**config.mk**
```make
export PLATFORM = sky130hd
export DESIGN_NAME = fetch_unit
export DESIGN_NICKNAME = d
export VERILOG_FILES = /design/src/rtl/riscv_pkg.sv /design/src/rtl/fetch_ifid_reg.sv /design/src/rtl/fetch_unit.sv
export SDC_FILE = /design/constraint.sdc
export NUM_CORES = 1
export LEC_CHECK = 0
export CORE_MARGIN = 2
export CORE_UTILIZATION = 24
export DETAILED_ROUTE_END_ITERATION = 7
export GPL_TIMING_DRIVEN = 0
export PLACE_DENSITY = 0.5
export SETUP_SLACK_MARGIN = 0.3
export SYNTH_ARGS = -nofsm -noshare
export SYNTH_HDL_FRONTEND = slang
export SYNTH_SLANG_ARGS = --single-unit
```
**constraint.sdc**
```tcl
create_clock -name clk -period 2.7 [get_ports clk]
set_input_delay 0.405 -clock clk [delete_from_list [all_inputs] [get_ports clk]]
set_output_delay 0.405 -clock clk [all_outputs]
set_load 0.02 [all_outputs]
```
**src/rtl/riscv_pkg.sv**
```systemverilog
`default_nettype none
// =============================================================================
// Package : riscv_pkg
// Desc    : Shared RV32I pipeline constants, fetch FSM state encoding and
//           redirect-target helper.
// Rev     : 1.0  initial release
// =============================================================================
package riscv_pkg;

  localparam logic [31:0] RESET_PC_DEFAULT = 32'h0000_0000;
  localparam logic [31:0] NOP_INSTR        = 32'h0000_0013;

  typedef enum logic [1:0] {
    S_IDLE = 2'd0,
    S_REQ  = 2'd1,
    S_WAIT = 2'd2,
    S_HOLD = 2'd3
  } fetch_state_e;

  // Raw redirect target before word alignment; jalr clears bit 0 first.
  function automatic logic [31:0] raw_redirect_target(
    input logic        is_jalr,
    input logic [31:0] alu_result,
    input logic [31:0] pc_target
  );
    logic [31:0] tgt;
    tgt = is_jalr ? {alu_result[31:1], 1'b0} : pc_target;
    return tgt;
  endfunction

endpackage
`default_nettype wire

```
**src/rtl/fetch_ifid_reg.sv**
```systemverilog
`default_nettype none
// =============================================================================
// Module  : fetch_ifid_reg
// Desc    : IF/ID pipeline register. Flush beats stall; an unstalled cycle
//           without a new instruction inserts a NOP bubble.
// Rev     : 1.0  initial release
// =============================================================================
module fetch_ifid_reg
  import riscv_pkg::*;
#(
  parameter int unsigned XLEN = 32
) (
  input  logic            clk,
  input  logic            reset,
  input  logic            flush_i,
  input  logic            stall_i,
  input  logic            load_i,
  input  logic [XLEN-1:0] instr_i,
  input  logic [XLEN-1:0] pc_i,
  input  logic [XLEN-1:0] pcplus4_i,
  output logic [XLEN-1:0] instr_o,
  output logic [XLEN-1:0] pc_o,
  output logic [XLEN-1:0] pcplus4_o,
  output logic            valid_o
);

  logic [XLEN-1:0] instr_q;
  logic [XLEN-1:0] pc_q;
  logic [XLEN-1:0] pcplus4_q;
  logic            valid_q;

  // Bubbles keep PC fields so ID still sees the last real PC.
  always_ff @(posedge clk) begin
    if (reset) begin
      instr_q   <= NOP_INSTR;
      pc_q      <= '0;
      pcplus4_q <= '0;
      valid_q   <= 1'b0;
    end else if (flush_i || (!stall_i && !load_i)) begin
      instr_q   <= NOP_INSTR;
      valid_q   <= 1'b0;
    end else if (!stall_i) begin
      instr_q   <= instr_i;
      pc_q      <= pc_i;
      pcplus4_q <= pcplus4_i;
      valid_q   <= 1'b1;
    end
  end

  assign instr_o   = instr_q;
  assign pc_o      = pc_q;
  assign pcplus4_o = pcplus4_q;
  assign valid_o   = valid_q;

endmodule
`default_nettype wire

```
**src/rtl/fetch_unit.sv**
```systemverilog
`default_nettype none
// =============================================================================
// Module  : fetch_unit
// Desc    : RV32I IF stage: owns PCF, single-outstanding imem request FSM,
//           skid buffer and IF/ID register. Define FETCH_MISALIGN_TRAP_EN to
//           add the misalign_trapE output.
// Rev     : 1.0  initial release
// =============================================================================
module fetch_unit
  import riscv_pkg::*;
#(
  parameter int unsigned     XLEN     = 32,
  parameter logic [XLEN-1:0] RESET_PC = RESET_PC_DEFAULT
) (
  input  logic            clk,
  input  logic            reset,
  input  logic            StallF,
  input  logic            StallD,
  input  logic            FlushD,
  input  logic            PCSrcE,
  input  logic            PCJalSrcE,
  input  logic [XLEN-1:0] PCTargetE,
  input  logic [XLEN-1:0] ALUResultE,
  output logic            imem_req_valid,
  input  logic            imem_req_ready,
  output logic [XLEN-1:0] imem_addr,
  input  logic            imem_rsp_valid,
  input  logic [XLEN-1:0] imem_rsp_data,
  output logic [XLEN-1:0] InstrD,
  output logic [XLEN-1:0] PCD,
  output logic [XLEN-1:0] PCPlus4D,
  output logic            ValidD,
  output logic            FetchBusyF
`ifdef FETCH_MISALIGN_TRAP_EN
  ,
  output logic            misalign_trapE
`endif
);

  fetch_state_e    state_q, state_d;
  logic [XLEN-1:0] pcf_q, pcf_d;
  logic [XLEN-1:0] req_addr_q, req_addr_d;
  logic [XLEN-1:0] skid_q, skid_d;
  logic            skid_valid_q, skid_valid_d;
  logic            drop_q, drop_d;

  logic [XLEN-1:0] raw_target;
  logic [XLEN-1:0] target;
  logic [XLEN-1:0] pcf_plus4;
  logic            ifid_load;
  logic [XLEN-1:0] ifid_instr;
  logic            unused_bits;

  assign raw_target  = raw_redirect_target(PCJalSrcE, ALUResultE, PCTargetE);
  assign target      = {raw_target[XLEN-1:2], 2'b00};
  assign pcf_plus4   = pcf_q + 32'd4;
  assign unused_bits = ^{raw_target[1:0], ALUResultE[0]};

  always_comb begin
    state_d        = state_q;
    pcf_d          = pcf_q;
    drop_d         = drop_q;
    skid_d         = skid_q;
    skid_valid_d   = skid_valid_q;
    ifid_load      = 1'b0;
    ifid_instr     = imem_rsp_data;
    imem_req_valid = 1'b0;

    case (state_q)
      S_IDLE: begin
        if (!StallF) state_d = S_REQ;
      end
      S_REQ: begin
        imem_req_valid = 1'b1;
        if (imem_req_ready) state_d = S_WAIT;
      end
      S_WAIT: begin
        if (imem_rsp_valid) begin
          if (drop_q) begin
            drop_d  = 1'b0;
            state_d = StallF ? S_IDLE : S_REQ;
          end else if (StallD) begin
            skid_d       = imem_rsp_data;
            skid_valid_d = 1'b1;
            state_d      = S_HOLD;
          end else begin
            ifid_load = 1'b1;
            pcf_d     = pcf_plus4;
            state_d   = StallF ? S_IDLE : S_REQ;
          end
        end
      end
      S_HOLD: begin
        if (!StallD) begin
          ifid_load    = 1'b1;
          ifid_instr   = skid_q;
          skid_valid_d = 1'b0;
          pcf_d        = pcf_plus4;
          state_d      = StallF ? S_IDLE : S_REQ;
        end
      end
      default: state_d = S_IDLE;
    endcase

    // Redirect overrides any same-cycle delivery. A request already on the
    // bus (or in flight) must still complete, so its response is marked for
    // dropping unless it is the one arriving right now.
    if (PCSrcE) begin
      pcf_d        = target;
      skid_valid_d = 1'b0;
      ifid_load    = 1'b0;
      if (state_q == S_REQ) begin
        drop_d = 1'b1;
      end else if (state_q == S_WAIT) begin
        if (imem_rsp_valid) begin
          drop_d  = 1'b0;
          state_d = StallF ? S_IDLE : S_REQ;
        end else begin
          drop_d = 1'b1;
        end
      end else if (state_q == S_HOLD) begin
        state_d = StallF ? S_IDLE : S_REQ;
      end
    end
  end

  // Address is frozen while a request is presented so it stays stable until accept.
  assign req_addr_d = (state_q == S_REQ) ? req_addr_q : pcf_d;

  always_ff @(posedge clk) begin
    if (reset) begin
      state_q      <= S_IDLE;
      pcf_q        <= RESET_PC;
      req_addr_q   <= RESET_PC;
      skid_q       <= NOP_INSTR;
      skid_valid_q <= 1'b0;
      drop_q       <= 1'b0;
    end else begin
      state_q      <= state_d;
      pcf_q        <= pcf_d;
      req_addr_q   <= req_addr_d;
      skid_q       <= skid_d;
      skid_valid_q <= skid_valid_d;
      drop_q       <= drop_d;
    end
  end

  assign imem_addr  = req_addr_q;
  assign FetchBusyF = !(((state_q == S_WAIT) && imem_rsp_valid && !drop_q) || skid_valid_q);

  fetch_ifid_reg #(
    .XLEN (XLEN)
  ) u_ifid (
    .clk       (clk),
    .reset     (reset),
    .flush_i   (FlushD),
    .stall_i   (StallD),
    .load_i    (ifid_load),
    .instr_i   (ifid_instr),
    .pc_i      (pcf_q),
    .pcplus4_i (pcf_plus4),
    .instr_o   (InstrD),
    .pc_o      (PCD),
    .pcplus4_o (PCPlus4D),
    .valid_o   (ValidD)
  );

`ifdef FETCH_MISALIGN_TRAP_EN
  logic trap_q;

  always_ff @(posedge clk) begin
    if (reset) begin
      trap_q <= 1'b0;
    end else begin
      trap_q <= PCSrcE && (raw_target[1:0] != 2'b00);
    end
  end

  assign misalign_trapE = trap_q;
`endif

endmodule
`default_nettype wire

```
==> results.txt <==
The tightest min-delay check is of the reg2reg type. Counting the buffers created by CTS gives 17. Summing all flip-flop and latch instances after layout gives 3910 sq um. The logs give 38900 sq um for the area of the die and -0.685 ns for the worst slack at placement. Across the routed clock network, the largest skew measured is 0.0150 ns.

For the pin with the worst max-slew slack, the measured transition is 0.724 ns. Main flop type after synthesis: sky130_fd_sc_hd__dfxtp_1. The first global-routing pass estimated 54800 um of wire.

The number of enable-type register cells in the synthesized netlist works out to 0. The run finished with clean final reports. CTS placed an instance of sky130_fd_sc_hd__clkbuf_16 at the clock tree root.

The reg-to-reg critical path endpoint is imem_addr[29]$_SDFFE_PP0N_. The worst setup margin was 0.310 ns; the post-route fraction of the period consumed by the critical path was 0.885. The arrival time reported for the critical path endpoint is 2.70 ns, and the peak supply drop is 437 uV. In this run the core area contains 70 standard-cell rows.

Clock-pin slew was measured on the worst setup and hold paths at 0.07 ns. Area added between synthesis and finish: 41.4%. The first-pass iteration count of the detailed router was 5. The number of cells on the worst reg-to-reg path is 5. The run gives 4 as the depth of the CTS H-tree. The number of buffers on the longest clock path came out at 2.

Setup repair after global routing could not meet its margin everywhere. In this run the worst path has a maximum fanout of 10. STA classifies the critical path startpoint as an input port.

The worst hold path startpoint was imem_addr[13]$_SDFFE_PP0N_. Based on the critical path, the design can be clocked at up to 418 MHz. The fraction of final layout cells with drive strength greater than 1 is 0.0890. The number of primary I/O pins was 236; the number of buffers added on ports was 228.

The share of flip-flops with an asynchronous set or reset after synthesis is 0. For this run the aggregate overflow at the end of global routing stands at 0. The net count reported at finish is 1509, and the core area is 36700 sq um. For the worst-skew pair, the clock arrives at the later sink with an insertion delay of 0.45 ns.

The worst setup path is captured at a register. The count of yosys warnings during synthesis was 0. Along the worst hold path, the cell count comes to 2. The logs give 0.518 for the headroom to the max-slew limit and 0 for the max-capacitance violation count. The finished layout holds 1885 standard cells, fillers aside. TritonCTS built the clock tree. In this run the static leakage power is 4.39 nW. Startpoint of the worst-slack reg-to-reg timing path: pcf_q[20]$_SDFF_PP0_.

The sum of routed wire length over all layers is 36700 um, and the number of nets with antenna violations after routing is 0. Synthesized net count: 1255. Kind of critical path: in2reg. After synthesis the netlist holds a flip-flop and latch count of 195.

The global routing usage summed across all routing layers was 0.187; the via-per-instance ratio was 4.87. The logs give 0 for the number of max-slew violations in the final report and 9172 for the total vias in the final route. Entering global routing, the biggest net connects 17 pins. Sequential share of the synthesized area: 0.435. The worst path in the final design needs a cycle of 2.39 ns, including I/O delays and setup.

The number of hold violations in the final report came out at 0. The die is 197 um wide. The initial antenna violation count is 5. Once placement completed, the tool counted placed cells totaling 1845. The number of clock sinks was 195; the die height was 197 um. The power per standard cell area is 535 nW/um^2, and the number of global-route vias before repair is 8879.

The initial cell density of the core was 0.244; the area taken by multi-input logic gates was 4670 sq um. The setup check on the worst reg-to-reg path leaves a slack of 0.36 ns. The average cell area after synthesis was 7.81 sq um. The number of distinct library cells after synthesis came out at 65.

The logs give 0 for the number of remaining DRC errors and 1149 for the gate count of the mapped netlist. The count of final setup violators was 0; the HPWL reported at the end of detailed placement was 28100 um. The initial detailed-routing violation count is 574.

The netlist area before placement is 8970 sq um, and the post-detailed-route wirelength per cell is 19.5 um. The run gives 3847 as the number of filler cells placed in the layout. For hold timing, the worst endpoint is imem_addr[13]$_SDFFE_PP0N_. Data on the critical path is required at its endpoint by 3.01 ns.

Buffers inserted to repair hold after CTS numbered 0. Routability congestion estimate from global placement: 0.871.
## placed cells by master, fill, tap and decap left out, types with 4 or more instances in the layout
master,Yosys,routed
sky130_fd_sc_hd__or3_1,4,4
sky130_fd_sc_hd__o22ai_1,12,12
sky130_fd_sc_hd__a31oi_1,10,10
sky130_fd_sc_hd__clkbuf_16,0,17
sky130_fd_sc_hd__buf_1,12,5
sky130_fd_sc_hd__clkdlybuf4s50_1,0,226
sky130_fd_sc_hd__a31o_2,7,7
sky130_fd_sc_hd__nand2_1,228,228
sky130_fd_sc_hd__nand2b_1,7,7
sky130_fd_sc_hd__dfxtp_1,195,190
sky130_fd_sc_hd__buf_2,11,13
sky130_fd_sc_hd__a21oi_1,147,147
sky130_fd_sc_hd__o32ai_1,6,6
sky130_fd_sc_hd__nor3_1,21,20
sky130_fd_sc_hd__clkbuf_8,3,6
sky130_fd_sc_hd__and4_1,5,5
sky130_fd_sc_hd__buf_4,7,14
sky130_fd_sc_hd__o211ai_1,10,10
sky130_fd_sc_hd__nand4_1,8,8
sky130_fd_sc_hd__clkinv_4,0,4
sky130_fd_sc_hd__and3_1,18,18
sky130_fd_sc_hd__a211oi_1,34,34
sky130_fd_sc_hd__inv_1,10,9
sky130_fd_sc_hd__o21ai_0,30,27
sky130_fd_sc_hd__o31ai_1,5,4
sky130_fd_sc_hd__dfxtp_2,0,4
sky130_fd_sc_hd__clkbuf_1,68,53
sky130_fd_sc_hd__xor2_1,9,9
sky130_fd_sc_hd__nor2b_1,13,11
sky130_fd_sc_hd__nand3_1,50,49
sky130_fd_sc_hd__nor2_1,106,105
sky130_fd_sc_hd__mux2i_1,28,28
sky130_fd_sc_hd__xnor2_1,23,23
sky130_fd_sc_hd__clkbuf_2,2,18
## area by class of cell
cell class | count | share of cell area
Antenna cell | 2 | 0.000395
Buffer | 105 | 0.0412
Clock buffer | 20 | 0.0368
Clock inverter | 11 | 0.0102
Inverter | 12 | 0.00405
Multi-Input combinational cell | 837 | 0.368
Sequential cell | 195 | 0.309
Tap cell | 468 | 0.0462
Timing Repair Buffer | 235 | 0.184
## critical path, cell delays in order
cell,delay (ns)
sky130_fd_sc_hd__clkdlybuf4s50_1,0.50
sky130_fd_sc_hd__nor2b_2,0.25
sky130_fd_sc_hd__o21ai_2,0.44
sky130_fd_sc_hd__clkbuf_2,0.41
sky130_fd_sc_hd__nor4_1,0.12
sky130_fd_sc_hd__o311ai_0,0.45
sky130_fd_sc_hd__a21oi_1,0.12
## routing by layer
| layer | track usage | part of all wire |
|---|---|---|
| met4 | 0.0643 | 0.027 |
| met2 | 0.299 | 0.45 |
| met3 | 0.0557 | 0.079 |
| met1 | 0.239 | 0.44 |
| met5 | 0 | 0.00068 |
## power by group
group          switching, mW  internal, mW
Combinational          0.627         0.448
Sequential            0.0844          2.98
Clock                   1.20          1.44
## how the worst max path moves through the flow
stage,startpoint,endpoint,depth (start not counted)
final,imem_rsp_valid,imem_addr[11]$_SDFFE_PP0N_,7
after global placement,imem_rsp_valid,u_ifid.pc_o[27]$_SDFFE_PP0P_,7
after detailed placement,imem_rsp_valid,u_ifid.pc_o[28]$_SDFFE_PP0P_,7
after global routing,imem_rsp_valid,imem_addr[11]$_SDFFE_PP0N_,7
after floorplan,pcf_q[2]$_SDFF_PP0_,imem_addr[24]$_SDFFE_PP0N_,7
after CTS,state_q[1]$_SDFF_PP0_,imem_req_valid,6
## logic make-up (layout without fill, tap and decap cells)
kind of cell / count (synthesis) / count (layout) / share of synthesized area
simple gates: 485 / 485 / 0.244
compound gates: 288 / 288 / 0.194
flops: 195 / 195 / 0.435
buf+inv: 117 / 383 / 0.0587
xor+xnor: 32 / 32 / 0.0313
mux: 31 / 31 / 0.0350
fa+ha+maj: 1 / 1 / 0.00139
other cells: 0 / 2 / 0
## cell usage after synthesis, drive strengths merged (21+ instances only)
master | n | area (sq um)
nand2 | 228 | 856
dfxtp | 195 | 3900
a21oi | 147 | 736
nor2 | 106 | 398
clkbuf | 73 | 307
nand3 | 51 | 268
a211oi | 35 | 268
buf | 32 | 175
o21ai | 31 | 155
mux2i | 28 | 280
xnor2 | 23 | 201
nor3 | 21 | 105
## per-stage QoR
step	setup TNS (ns)	power [mW]	hold slack [ns]	utilization	instance area, sq um
5_1_grt	0	7.05	0.472	0.345	12700
3_3_place_gp	-51.13	4.17	0.440	0.323	11800
6_report	0	6.78	0.455	0.346	12700
3_5_place_dp	-50.13	4.18	0.441	0.323	11800
2_1_floorplan	0	3.65	0.437	-	8970
4_1_cts	0	6.83	0.457	0.342	12600
## state kept, by name, indices dropped and copies added, names as in the netlist, named ones only
| signal | cells |
|---|---|
| u_ifid.valid_o | 1 |
| u_ifid.pc_o | 30 |
| state_q | 2 |
| pcf_q | 32 |
| u_ifid.instr_o | 32 |
| imem_addr | 32 |
| skid_valid_q | 1 |
| skid_q | 32 |
| u_ifid.pcplus4_o | 32 |
## repair_timing
item,4_1_cts,5_1_grt
pin swaps,4,1
gates resized for setup,32,41
setup buffers,3,4
endpoints found under the setup margin,153,109
No activity file was read; power rests on OpenSTA's default activity.
